==> src/rtl/bisect_sched_if.sv <==
// -----------------------------------------------------------------------------
// bisect_sched_if
// Bundles the signals between the bisect scheduler and its surroundings.
// A triangle is a flat vector of three vertices, each {x, y, z} of COORD_W
// bits, packed as {p, q, r} with p in the most significant bits.
//
// Signals (direction as seen from the scheduler, modport slave):
//   tri_in        in   source triangle
//   in_valid      in   tri_in valid
//   in_ready      out  scheduler can accept a source triangle
//   depth_cfg     in   subdivision level, sampled on accept
//   tri_out       out  leaf triangle
//   out_valid     out  tri_out valid
//   out_ready     in   consumer accepts tri_out
//   bis_tri_in    out  triangle driven to the bisect datapath
//   bis_tri_select out 0 selects half A, 1 selects half B
//   bis_tri_out   in   bisect result, registered, one-cycle latency
//   busy          out  scheduler not idle
//   done          out  one-cycle pulse after the last leaf of a source
// -----------------------------------------------------------------------------
interface bisect_sched_if #(
    parameter int COORD_W = 16
);
    localparam int TRI_W = 9 * COORD_W;

    logic [TRI_W-1:0] tri_in;
    logic             in_valid;
    logic             in_ready;
    logic [2:0]       depth_cfg;
    logic [TRI_W-1:0] tri_out;
    logic             out_valid;
    logic             out_ready;
    logic [TRI_W-1:0] bis_tri_in;
    logic             bis_tri_select;
    logic [TRI_W-1:0] bis_tri_out;
    logic             busy;
    logic             done;

    modport slave (
        input  tri_in, in_valid, depth_cfg, out_ready, bis_tri_out,
        output in_ready, tri_out, out_valid, bis_tri_in, bis_tri_select,
               busy, done
    );

    modport master (
        output tri_in, in_valid, depth_cfg, out_ready, bis_tri_out,
        input  in_ready, tri_out, out_valid, bis_tri_in, bis_tri_select,
               busy, done
    );
endinterface

==> src/rtl/bisect_sched.sv <==
// -----------------------------------------------------------------------------
// bisect_sched
// Depth-first subdivision controller. A source triangle is pushed onto a LIFO
// stack with level 0; entries are popped, split through an external bisect
// datapath until they reach the latched depth, and emitted as leaves. Half A
// is pushed last so it is popped (and emitted) before half B.
//
// Ports:
//   clk   sole clock, rising edge
//   rst   asynchronous, active-high reset
//   bus   bisect_sched_if.slave: upstream, downstream and bisect datapath
//         handshakes plus busy/done status
// -----------------------------------------------------------------------------
module bisect_sched #(
    parameter int MAX_DEPTH   = 7,
    parameter int STACK_DEPTH = MAX_DEPTH + 1,
    parameter int COORD_W     = 16
) (
    input  logic           clk,
    input  logic           rst,
    bisect_sched_if.slave  bus
);
    localparam int TRI_W = 9 * COORD_W;
    localparam int SP_W  = $clog2(STACK_DEPTH + 1);
    localparam int IDX_W = (STACK_DEPTH > 1) ? $clog2(STACK_DEPTH) : 1;
    localparam logic [2:0]      MAX_D3 = 3'(MAX_DEPTH);
    localparam logic [SP_W-1:0] SP_FULL = SP_W'(STACK_DEPTH);

    typedef enum logic [2:0] {
        IDLE, FETCH, SPLIT_A, SPLIT_B, PUSH_B, PUSH_A, EMIT, FIN
    } state_t;

    state_t           state_q, state_d;
    logic [SP_W-1:0]  sp_q, sp_d;
    logic [2:0]       depth_q, depth_d;
    logic [TRI_W-1:0] work_q, work_d;
    logic [2:0]       work_lvl_q, work_lvl_d;
    logic [TRI_W-1:0] halfa_q, halfa_d;

    // Stack storage: triangle and level kept side by side per entry.
    logic [TRI_W-1:0] tri_mem [STACK_DEPTH];
    logic [2:0]       lvl_mem [STACK_DEPTH];

    logic             push_en;
    logic [TRI_W-1:0] push_tri;
    logic [2:0]       push_lvl;
    logic [IDX_W-1:0] wr_idx;
    logic [IDX_W-1:0] rd_idx;
    logic             stack_full;
    logic [2:0]       cfg_depth;

    assign wr_idx     = IDX_W'(sp_q);
    assign rd_idx     = IDX_W'(sp_q - SP_W'(1));
    assign stack_full = (sp_q == SP_FULL);
    // A depth request beyond what the stack was sized for is clamped.
    assign cfg_depth  = (bus.depth_cfg > MAX_D3) ? MAX_D3 : bus.depth_cfg;

    always_ff @(posedge clk or posedge rst) begin
        if (rst) begin
            state_q    <= IDLE;
            sp_q       <= '0;
            depth_q    <= '0;
            work_q     <= '0;
            work_lvl_q <= '0;
            halfa_q    <= '0;
        end else begin
            state_q    <= state_d;
            sp_q       <= sp_d;
            depth_q    <= depth_d;
            work_q     <= work_d;
            work_lvl_q <= work_lvl_d;
            halfa_q    <= halfa_d;
        end
    end

    // Stack contents need no reset: sp_q alone defines what is valid.
    always_ff @(posedge clk) begin
        if (push_en) begin
            tri_mem[wr_idx] <= push_tri;
            lvl_mem[wr_idx] <= push_lvl;
        end
    end

    always_comb begin
        state_d    = state_q;
        sp_d       = sp_q;
        depth_d    = depth_q;
        work_d     = work_q;
        work_lvl_d = work_lvl_q;
        halfa_d    = halfa_q;
        push_en    = 1'b0;
        push_tri   = '0;
        push_lvl   = '0;

        case (state_q)
            IDLE: begin
                if (bus.in_valid) begin
                    push_en  = 1'b1;
                    push_tri = bus.tri_in;
                    push_lvl = 3'd0;
                    sp_d     = sp_q + SP_W'(1);
                    depth_d  = cfg_depth;
                    state_d  = FETCH;
                end
            end
            FETCH: begin
                if (sp_q == '0) begin
                    state_d = FIN;
                end else begin
                    work_d     = tri_mem[rd_idx];
                    work_lvl_d = lvl_mem[rd_idx];
                    sp_d       = sp_q - SP_W'(1);
                    state_d    = (lvl_mem[rd_idx] >= depth_q) ? EMIT : SPLIT_A;
                end
            end
            SPLIT_A: begin
                state_d = SPLIT_B;
            end
            SPLIT_B: begin
                // Half A, requested in SPLIT_A, is on bis_tri_out now.
                halfa_d = bus.bis_tri_out;
                state_d = PUSH_B;
            end
            PUSH_B: begin
                // Half B, requested in SPLIT_B, is on bis_tri_out now.
                if (!stack_full) begin
                    push_en  = 1'b1;
                    push_tri = bus.bis_tri_out;
                    push_lvl = work_lvl_q + 3'd1;
                    sp_d     = sp_q + SP_W'(1);
                end
                state_d = PUSH_A;
            end
            PUSH_A: begin
                if (!stack_full) begin
                    push_en  = 1'b1;
                    push_tri = halfa_q;
                    push_lvl = work_lvl_q + 3'd1;
                    sp_d     = sp_q + SP_W'(1);
                end
                state_d = FETCH;
            end
            EMIT: begin
                if (bus.out_ready) begin
                    state_d = FETCH;
                end
            end
            FIN: begin
                state_d = IDLE;
            end
            default: begin
                state_d = IDLE;
            end
        endcase
    end

    // work_q is only updated in FETCH, so the leaf stays stable through EMIT.
    assign bus.tri_out        = work_q;
    assign bus.bis_tri_in     = work_q;
    assign bus.bis_tri_select = (state_q == SPLIT_B);
    assign bus.in_ready       = (state_q == IDLE);
    assign bus.busy           = (state_q != IDLE);
    assign bus.out_valid      = (state_q == EMIT);
    assign bus.done           = (state_q == FIN);
endmodule

==> src/flat_wrapper.sv <==
// flat-port wrapper written by rule: the top's interface ports become plain ports
module bisect_sched_flat 
#(
    parameter int MAX_DEPTH   = 7,
    parameter int STACK_DEPTH = MAX_DEPTH + 1,
    parameter int COORD_W     = 16
)
  (clk, rst, bus_tri_in, bus_in_valid, bus_depth_cfg, bus_out_ready, bus_bis_tri_out, bus_in_ready, bus_tri_out, bus_out_valid, bus_bis_tri_in, bus_bis_tri_select, bus_busy, bus_done);
  bisect_sched_if #(.COORD_W(COORD_W)) bus_i ();
  input  logic clk;
  input  logic rst;
  input wire logic [$bits(bus_i.tri_in)-1:0] bus_tri_in;
  input wire logic [$bits(bus_i.in_valid)-1:0] bus_in_valid;
  input wire logic [$bits(bus_i.depth_cfg)-1:0] bus_depth_cfg;
  input wire logic [$bits(bus_i.out_ready)-1:0] bus_out_ready;
  input wire logic [$bits(bus_i.bis_tri_out)-1:0] bus_bis_tri_out;
  output wire logic [$bits(bus_i.in_ready)-1:0] bus_in_ready;
  output wire logic [$bits(bus_i.tri_out)-1:0] bus_tri_out;
  output wire logic [$bits(bus_i.out_valid)-1:0] bus_out_valid;
  output wire logic [$bits(bus_i.bis_tri_in)-1:0] bus_bis_tri_in;
  output wire logic [$bits(bus_i.bis_tri_select)-1:0] bus_bis_tri_select;
  output wire logic [$bits(bus_i.busy)-1:0] bus_busy;
  output wire logic [$bits(bus_i.done)-1:0] bus_done;
  assign bus_i.tri_in = bus_tri_in;
  assign bus_i.in_valid = bus_in_valid;
  assign bus_i.depth_cfg = bus_depth_cfg;
  assign bus_i.out_ready = bus_out_ready;
  assign bus_i.bis_tri_out = bus_bis_tri_out;
  assign bus_in_ready = bus_i.in_ready;
  assign bus_tri_out = bus_i.tri_out;
  assign bus_out_valid = bus_i.out_valid;
  assign bus_bis_tri_in = bus_i.bis_tri_in;
  assign bus_bis_tri_select = bus_i.bis_tri_select;
  assign bus_busy = bus_i.busy;
  assign bus_done = bus_i.done;
  bisect_sched #(.MAX_DEPTH(MAX_DEPTH), .STACK_DEPTH(STACK_DEPTH), .COORD_W(COORD_W)) u_core (.clk(clk), .rst(rst), .bus(bus_i));
endmodule
==> config.mk <==
export PLATFORM = sky130hd
export DESIGN_NAME = bisect_sched_flat
export DESIGN_NICKNAME = d
export VERILOG_FILES = /design/src/rtl/bisect_sched_if.sv /design/src/rtl/bisect_sched.sv /design/src/flat_wrapper.sv
export SDC_FILE = /design/constraint.sdc
export NUM_CORES = 2
export LEC_CHECK = 0
export ABC_CLOCK_PERIOD_IN_PS = 21800
export BUFFER_PORTS_ARGS = -buffer_cell sky130_fd_sc_hd__buf_2
export CAP_MARGIN = 20
export CORE_MARGIN = 2
export CORE_UTILIZATION = 50
export CTS_BUF_LIST = sky130_fd_sc_hd__clkbuf_16
export CTS_CLUSTER_SIZE = 10
export DETAILED_ROUTE_END_ITERATION = 8
export GPL_ROUTABILITY_DRIVEN = 0
export PLACE_DENSITY = 0.69
export SKIP_LAST_GASP = 1
export SYNTH_ARGS = -nofsm -noshare
export SYNTH_HDL_FRONTEND = slang
export SYNTH_SLANG_ARGS = --single-unit
export TNS_END_PERCENT = 30
==> constraint.sdc <==
create_clock -name clk -period 21.8 [get_ports clk]
set_clock_uncertainty 0.15 [all_clocks]
set_input_delay 1.09 -clock clk [delete_from_list [all_inputs] [get_ports clk]]
set_output_delay 1.09 -clock clk [all_outputs]
set_load 0.02 [all_outputs]
# [After elaboration in Yosys (flattened, before gate mapping)]
# Memory sizes are Yosys's and may differ from the RTL's. A register that Yosys moved wholly into a read port is not among the register bits.
# Index checks and enable logic that the tools add are counted.
[word_totals] register_bits=157 latch_bits=0 ram_bits=1176 mem_bits_ro=0 out_inout_bits=293 n_memories=2
[mem_list] memory="u_core.tri_mem" words=8 word_bits=144 rd=1 rd_clocked_by_memory_dff=1 write_ports=1 line_no="bisect_sched.sv:41" text="logic [TRI_W-1:0] tri_mem [STACK_DEPTH];"
[mem_list] memory="u_core.lvl_mem" words=8 word_bits=3 rd=1 rd_clocked_by_memory_dff=0 write_ports=1 line_no="bisect_sched.sv:42" text="logic [2:0] lvl_mem [STACK_DEPTH];"
[op_classes] add_sub_neg=3 n_mul=0 div_mod_pow=0 order_cmp=2 eq_ne=12 shift=0 n_mux=21 n_bitwise=1 n_reduce_logical=9
[op_table] cell="144-bit 2-to-1 mux" count=3
[op_table] cell="144-bit case mux with 3 select lines" count=1
[op_table] cell="3-bit case mux with 8 select lines" count=1
[op_table] cell="3-bit 2-to-1 mux" count=7
[op_table] cell="3-bit equality test (second input constant)" count=4
[op_table] cell="4-bit 2-to-1 mux" count=3
[op_table] cell="4-bit case mux with 3 select lines" count=1
[op_table] cell="2-bit != test (second input constant)" count=4
[op_table] cell="3-bit by 2-bit equality test with 1-bit output (second input constant)" count=2
[op_table] cell="2-bit AND reduction" count=3
[op_table] cell="3-bit nonzero test" count=2
[op_table] cell="4-bit by 1-bit adder with 4-bit output (second input constant)" count=1
[op_table] cell="4-bit equality test (second input constant)" count=1
[op_table] cell="4-bit zero test" count=1
[op_table] cell="1-bit 2-to-1 mux" count=4
[op_table] cell="4-bit AND reduction" count=1
[op_table] cell="4-bit by 1-bit subtractor with 4-bit output (second input constant)" count=1
[op_table] cell="3-bit by 1-bit adder with 3-bit output (second input constant)" count=1
[op_table] cell="3-bit by 1-bit equality test with 1-bit output (second input constant)" count=1
[op_table] cell="3-bit greater-or-equal comparator" count=1
[op_table] cell="3-bit > comparator (second input constant)" count=1
[op_table] cell="3-bit zero test" count=1
[op_table] cell="1-bit case mux with 2 select lines" count=1
[op_table] cell="2-bit OR reduction" count=1
[op_table] cell="1-bit inverter" count=1

# [Longest topological paths before layout]
# An unclocked memory read counts as a cell.
[logic_depth] word_depth=6 mapped_depth=14 ltp_nobuf=10

# [Worst setup path before layout]
# Ideal clock, no wire load.
[synth_path] kind="input to register" start="in bus_in_valid" end="mem u_core.lvl_mem[4][0] (enable)" arrival_time_ps=15139 t_required_ps=20637 slack_ps=5497 stages=3 path_buffers=0 path_cell_list="a21o_1 nand2_1 nor4_1"
[synth_between] elab_chain_cells=4
[synth_lines] element="from (decl)" line_no="flat_wrapper.sv:13" text="input wire logic [$bits(bus_i.in_valid)-1:0] bus_in_valid;"
[synth_lines] element="1-bit 2-to-1 mux" line_no="bisect_sched.sv:97" text="if (bus.in_valid) begin"
[synth_lines] element="1-bit case mux with 2 select lines" line_no="bisect_sched.sv:95" text="case (state_q)"
[synth_lines] element="1-bit 2-to-1 mux" line_no="bisect_sched.sv:78" text="if (push_en) begin"
[synth_lines] element="1-bit 2-to-1 mux (implied by the code)" line_no="bisect_sched.sv:80" text="lvl_mem[wr_idx] <= push_lvl;"
[synth_lines] element="to (decl)" line_no="bisect_sched.sv:42"
# No other way between the ends.

# [Final worst setup path]
[layout_path] start="reg u_core.sp_q[0]" end="reg u_core.work_q[7], in the netlist u_core.bus.bis_tri_in[7], read port of u_core.tri_mem"
[layout_between] elab_chain_cells=3 word_cells_on_any_way=4 cone_classes="add/sub (1); bitwise (1); reduce/logical (2)"
[layout_lines] element="from (decl)" line_no="bisect_sched.sv:34" text="logic [SP_W-1:0] sp_q, sp_d;"
[layout_lines] element="from (signal assigned)" line_no="bisect_sched.sv:68" text="sp_q <= sp_d;"
[layout_lines] element="parallel branches: the longest is 3 deep, another holds 4-bit by 1-bit subtractor with 4-bit output"
[layout_lines] element="to (decl)" line_no="bisect_sched.sv:36" text="logic [TRI_W-1:0] work_q, work_d;"
# Parallel ways; which one is timed is not known.
# A chain may end at the register's enable or synchronous reset.

==> metrics.txt <==
met1 track demand over resource=between 30% and 40%; Die Ht=351.8 um; nets@finish=4763; syn_area_per_cell=between 15 and 20 sq um; max-slew violations=0; clk buf depth=3; first-pass GRT wire length=between 200000 and 250000 um; Cell Area, Synth=~60000 sq um; final setup margin=15.98 ns; RSZ-0062 raised after global routing=false; Startpoint Class=flop; Max Fclk=approximately 170 MHz; die area=123800 sq um; filler instances=a little over 9000; Required @ worst endpoint=~22 ns; GRT Total Usage=between 20% and 30%; met3 usage=under 10%; Die X=~350 um; setup violators final=0; worst hold path class=input port to async pin; Seq/Total Area, Yosys=roughly 70%; largest net degree at the start of global routing=~190; Pint=around 7.3 mW; clock group share of total power=roughly 22%; total gr overflow=0; # port buffers=587; Seq pwr share=37.5%; Num Clock Sinks=around 1500; drt first pass iters=8; Layout area overhead=14.42%; total core area=roughly 120000 sq um; Post-CTS Repair Setup Buffers=0; Slew Limit Headroom=between 10% and 20%; Post-Syn Instances=4000; DPL Wire Length=about 84000 um; drt drc=0; via count=around 36000; clk_lat worst skew=roughly 0.8 ns; DR iter-0 viols=3419; Place WS=around 16 ns; Power Dens Cells=169.8 nW/um^2; Post-Syn Nets=4301; num rows=~130; layout cell share with drive strength beyond 1=34.20%; Max FO, Critical Path=73; vias in the first global route=between 30000 and 40000; Synth Register Bits=1477; Final Hold Vio Count=0; CTS tree=yes; Worst Path Arrival=~6.3 ns; Critical Path Source=u_core.sp_q[0]; TritonCTS Buffers=approximately 170; Setup CP Type=flop to flop; switching part of the total=37.91%; # hold bufs at CTS=0; clock transition at the registers of the reported paths=0.06 ns; Ports=about 590; run status=finished clean; CTS HTree Levels=4; most frequent cells in the layout=1176 x edfxtp_1, 732 x nand2_1, 587 x mux2_2, 587 x buf_2, 300 x dfrtp_1; Starting Density=a little over 50%; Worst VDD drop=~0.0002 V; Yosys cell types=40; initial antenna violation count=18; Final Cycle Share=a little over a quarter; Routed Antenna Nets=0; DR WL/cell=around 24 um; routed wire length=~150000 um; crit path time final=between 5 and 6 ns; Worst Tran Pin Value=approximately 1.2 ns; P_sw=4.455 mW; P_leak=around 27 nW; Setup TNS=0 ns; most used routing layer=met2; critical path endpoint category=flop; origin of the critical flop-to-flop path=u_core.sp_q[0]; max-cap check violation count=0; synth warn=0; leading cell type in the layout, fill and taps excluded=edfxtp_1; root buf cell=clkbuf_16; Vias/cell=approximately 5.7; Resize count post-CTS=0; grt met2 use=around two fifths; combinational group share of total power=approximately two fifths
-- final timing paths --
check                                      endpoint  slack [ns]  cells past startpoint
max in group asynchronous         u_core.state_q[0]       18.73                      4
min in group clk                 u_core.halfa_q[26]        0.32                      2
hold reg to reg                  u_core.halfa_q[26]        0.32                      2
setup reg to reg           u_core.bus.bis_tri_in[7]       15.98                      8
hold / removal                   u_core.halfa_q[31]        0.29                      2
setup / recovery           u_core.bus.bis_tri_in[7]       15.98                      8
-- synthesized netlist by cell type --
library cell / instances / share of area (%)
nor4_1: 3 / 0.031
nor3b_1: 2 / 0.025
a211oi_1: 1 / 0.012
clkbuf_1: 168 / 1.0
nand3b_1: 1 / 0.012
buf_6: 12 / 0.22
and3b_1: 1 / 0.014
or3_1: 1 / 0.010
nor2_1: 10 / 0.062
o221ai_1: 1 / 0.014
o31ai_2: 100 / 2.1
buf_1: 31 / 0.19
edfxtp_1: 1176 / 58
o21bai_1: 1 / 0.012
or2_1: 1 / 0.010
buf_2: 37 / 0.31
o22ai_1: 294 / 3.0
o21ai_0: 149 / 1.2
o31ai_1: 47 / 0.58
and4_1: 1 / 0.014
xnor2_1: 5 / 0.072
a2111oi_0: 2 / 0.029
nand2b_1: 3 / 0.031
xor2_1: 1 / 0.014
ha_1: 6 / 0.12
a21oi_1: 1 / 0.0083
nand2_1: 736 / 4.6
inv_2: 1 / 0.0062
inv_1: 7 / 0.043
nor3_1: 5 / 0.041
or3b_1: 2 / 0.029
and2_1: 2 / 0.021
mux2i_1: 148 / 2.4
mux2_2: 587 / 11
nand4_1: 1 / 0.010
nand3_1: 7 / 0.058
a31oi_1: 1 / 0.010
buf_4: 145 / 1.8
a21o_1: 2 / 0.025
dfrtp_1: 301 / 12
-- per-layer routing --
layer,part of all wire [%],wire length [um],vias up
li1,-,-,15800
met1,43,65320,18089
met2,48,72110,1380
met3,7.3,11120,224
met4,2.0,3071,16
met5,0.066,100,-
-- registers in the layout (all words and copies together), names as in the netlist --
register	count
u_core.tri_mem	1152
u_core.bus.bis_tri_in	144
u_core.halfa_q	144
u_core.lvl_mem	24
u_core.sp_q	4
u_core.depth_q	3
u_core.state_q	3
u_core.work_lvl_q	3
-- kinds of logic after synthesis --
family | count (synthesis) | share of synthesized area [%]
flops | 1477 | 70.83
simple gates | 776 | 4.937
mux | 735 | 13.38
compound gates | 599 | 7.036
buf+inv | 401 | 3.613
xor+xnor | 6 | 0.08687
fa+ha+maj | 6 | 0.1241
-- critical path, stage by stage, from the launching register on --
cell and delay [ns]:
dfrtp_1 0.75, inv_1 0.34, ha_4 1.05, buf_4 0.90, buf_4 0.88, buf_4 0.76, mux2_2 0.41, o22ai_1 0.18
o31ai_2 0.10
-- power by group through the flow --
stage	clock network [mW]	logic (mW)	registers [mW]
2_1_floorplan	0	3.50	4.56
3_3_place_gp	0	4.71	4.43
3_5_place_dp	0	4.80	4.46
4_1_cts	2.57	4.81	4.41
5_1_grt	2.69	5.19	4.46
6_report	2.53	4.82	4.40
-- stage by stage --
stage | std cells | power, mW | hold slack [ns] | area, sq um | util, %
floorplan | 4000 | 8.052 | 0.2954 | 60490 | -
global placement | 5878 | 9.139 | 0.3059 | 63970 | 53.32
detailed placement | 5880 | 9.258 | 0.3118 | 63990 | 53.34
CTS | 6196 | 11.79 | 0.2718 | 69010 | 57.53
global route | 6222 | 12.33 | 0.3168 | 69200 | 57.68
finish | 6229 | 11.75 | 0.2886 | 69220 | 57.70
-- final cells by class --
cell class	instances	area [sq um]	share of cell area (%)
clock buffer	172	4304	6.218
inverter	8	42.54	0.06146
sequential	1477	42850	61.91
antenna	9	22.52	0.03254
tap	1612	2017	2.914
timing repair buffer	685	3699	5.343
clock inverter	144	723.2	1.045
multi-input combinational	2122	15560	22.48
Power figures use the tool's default switching activity.
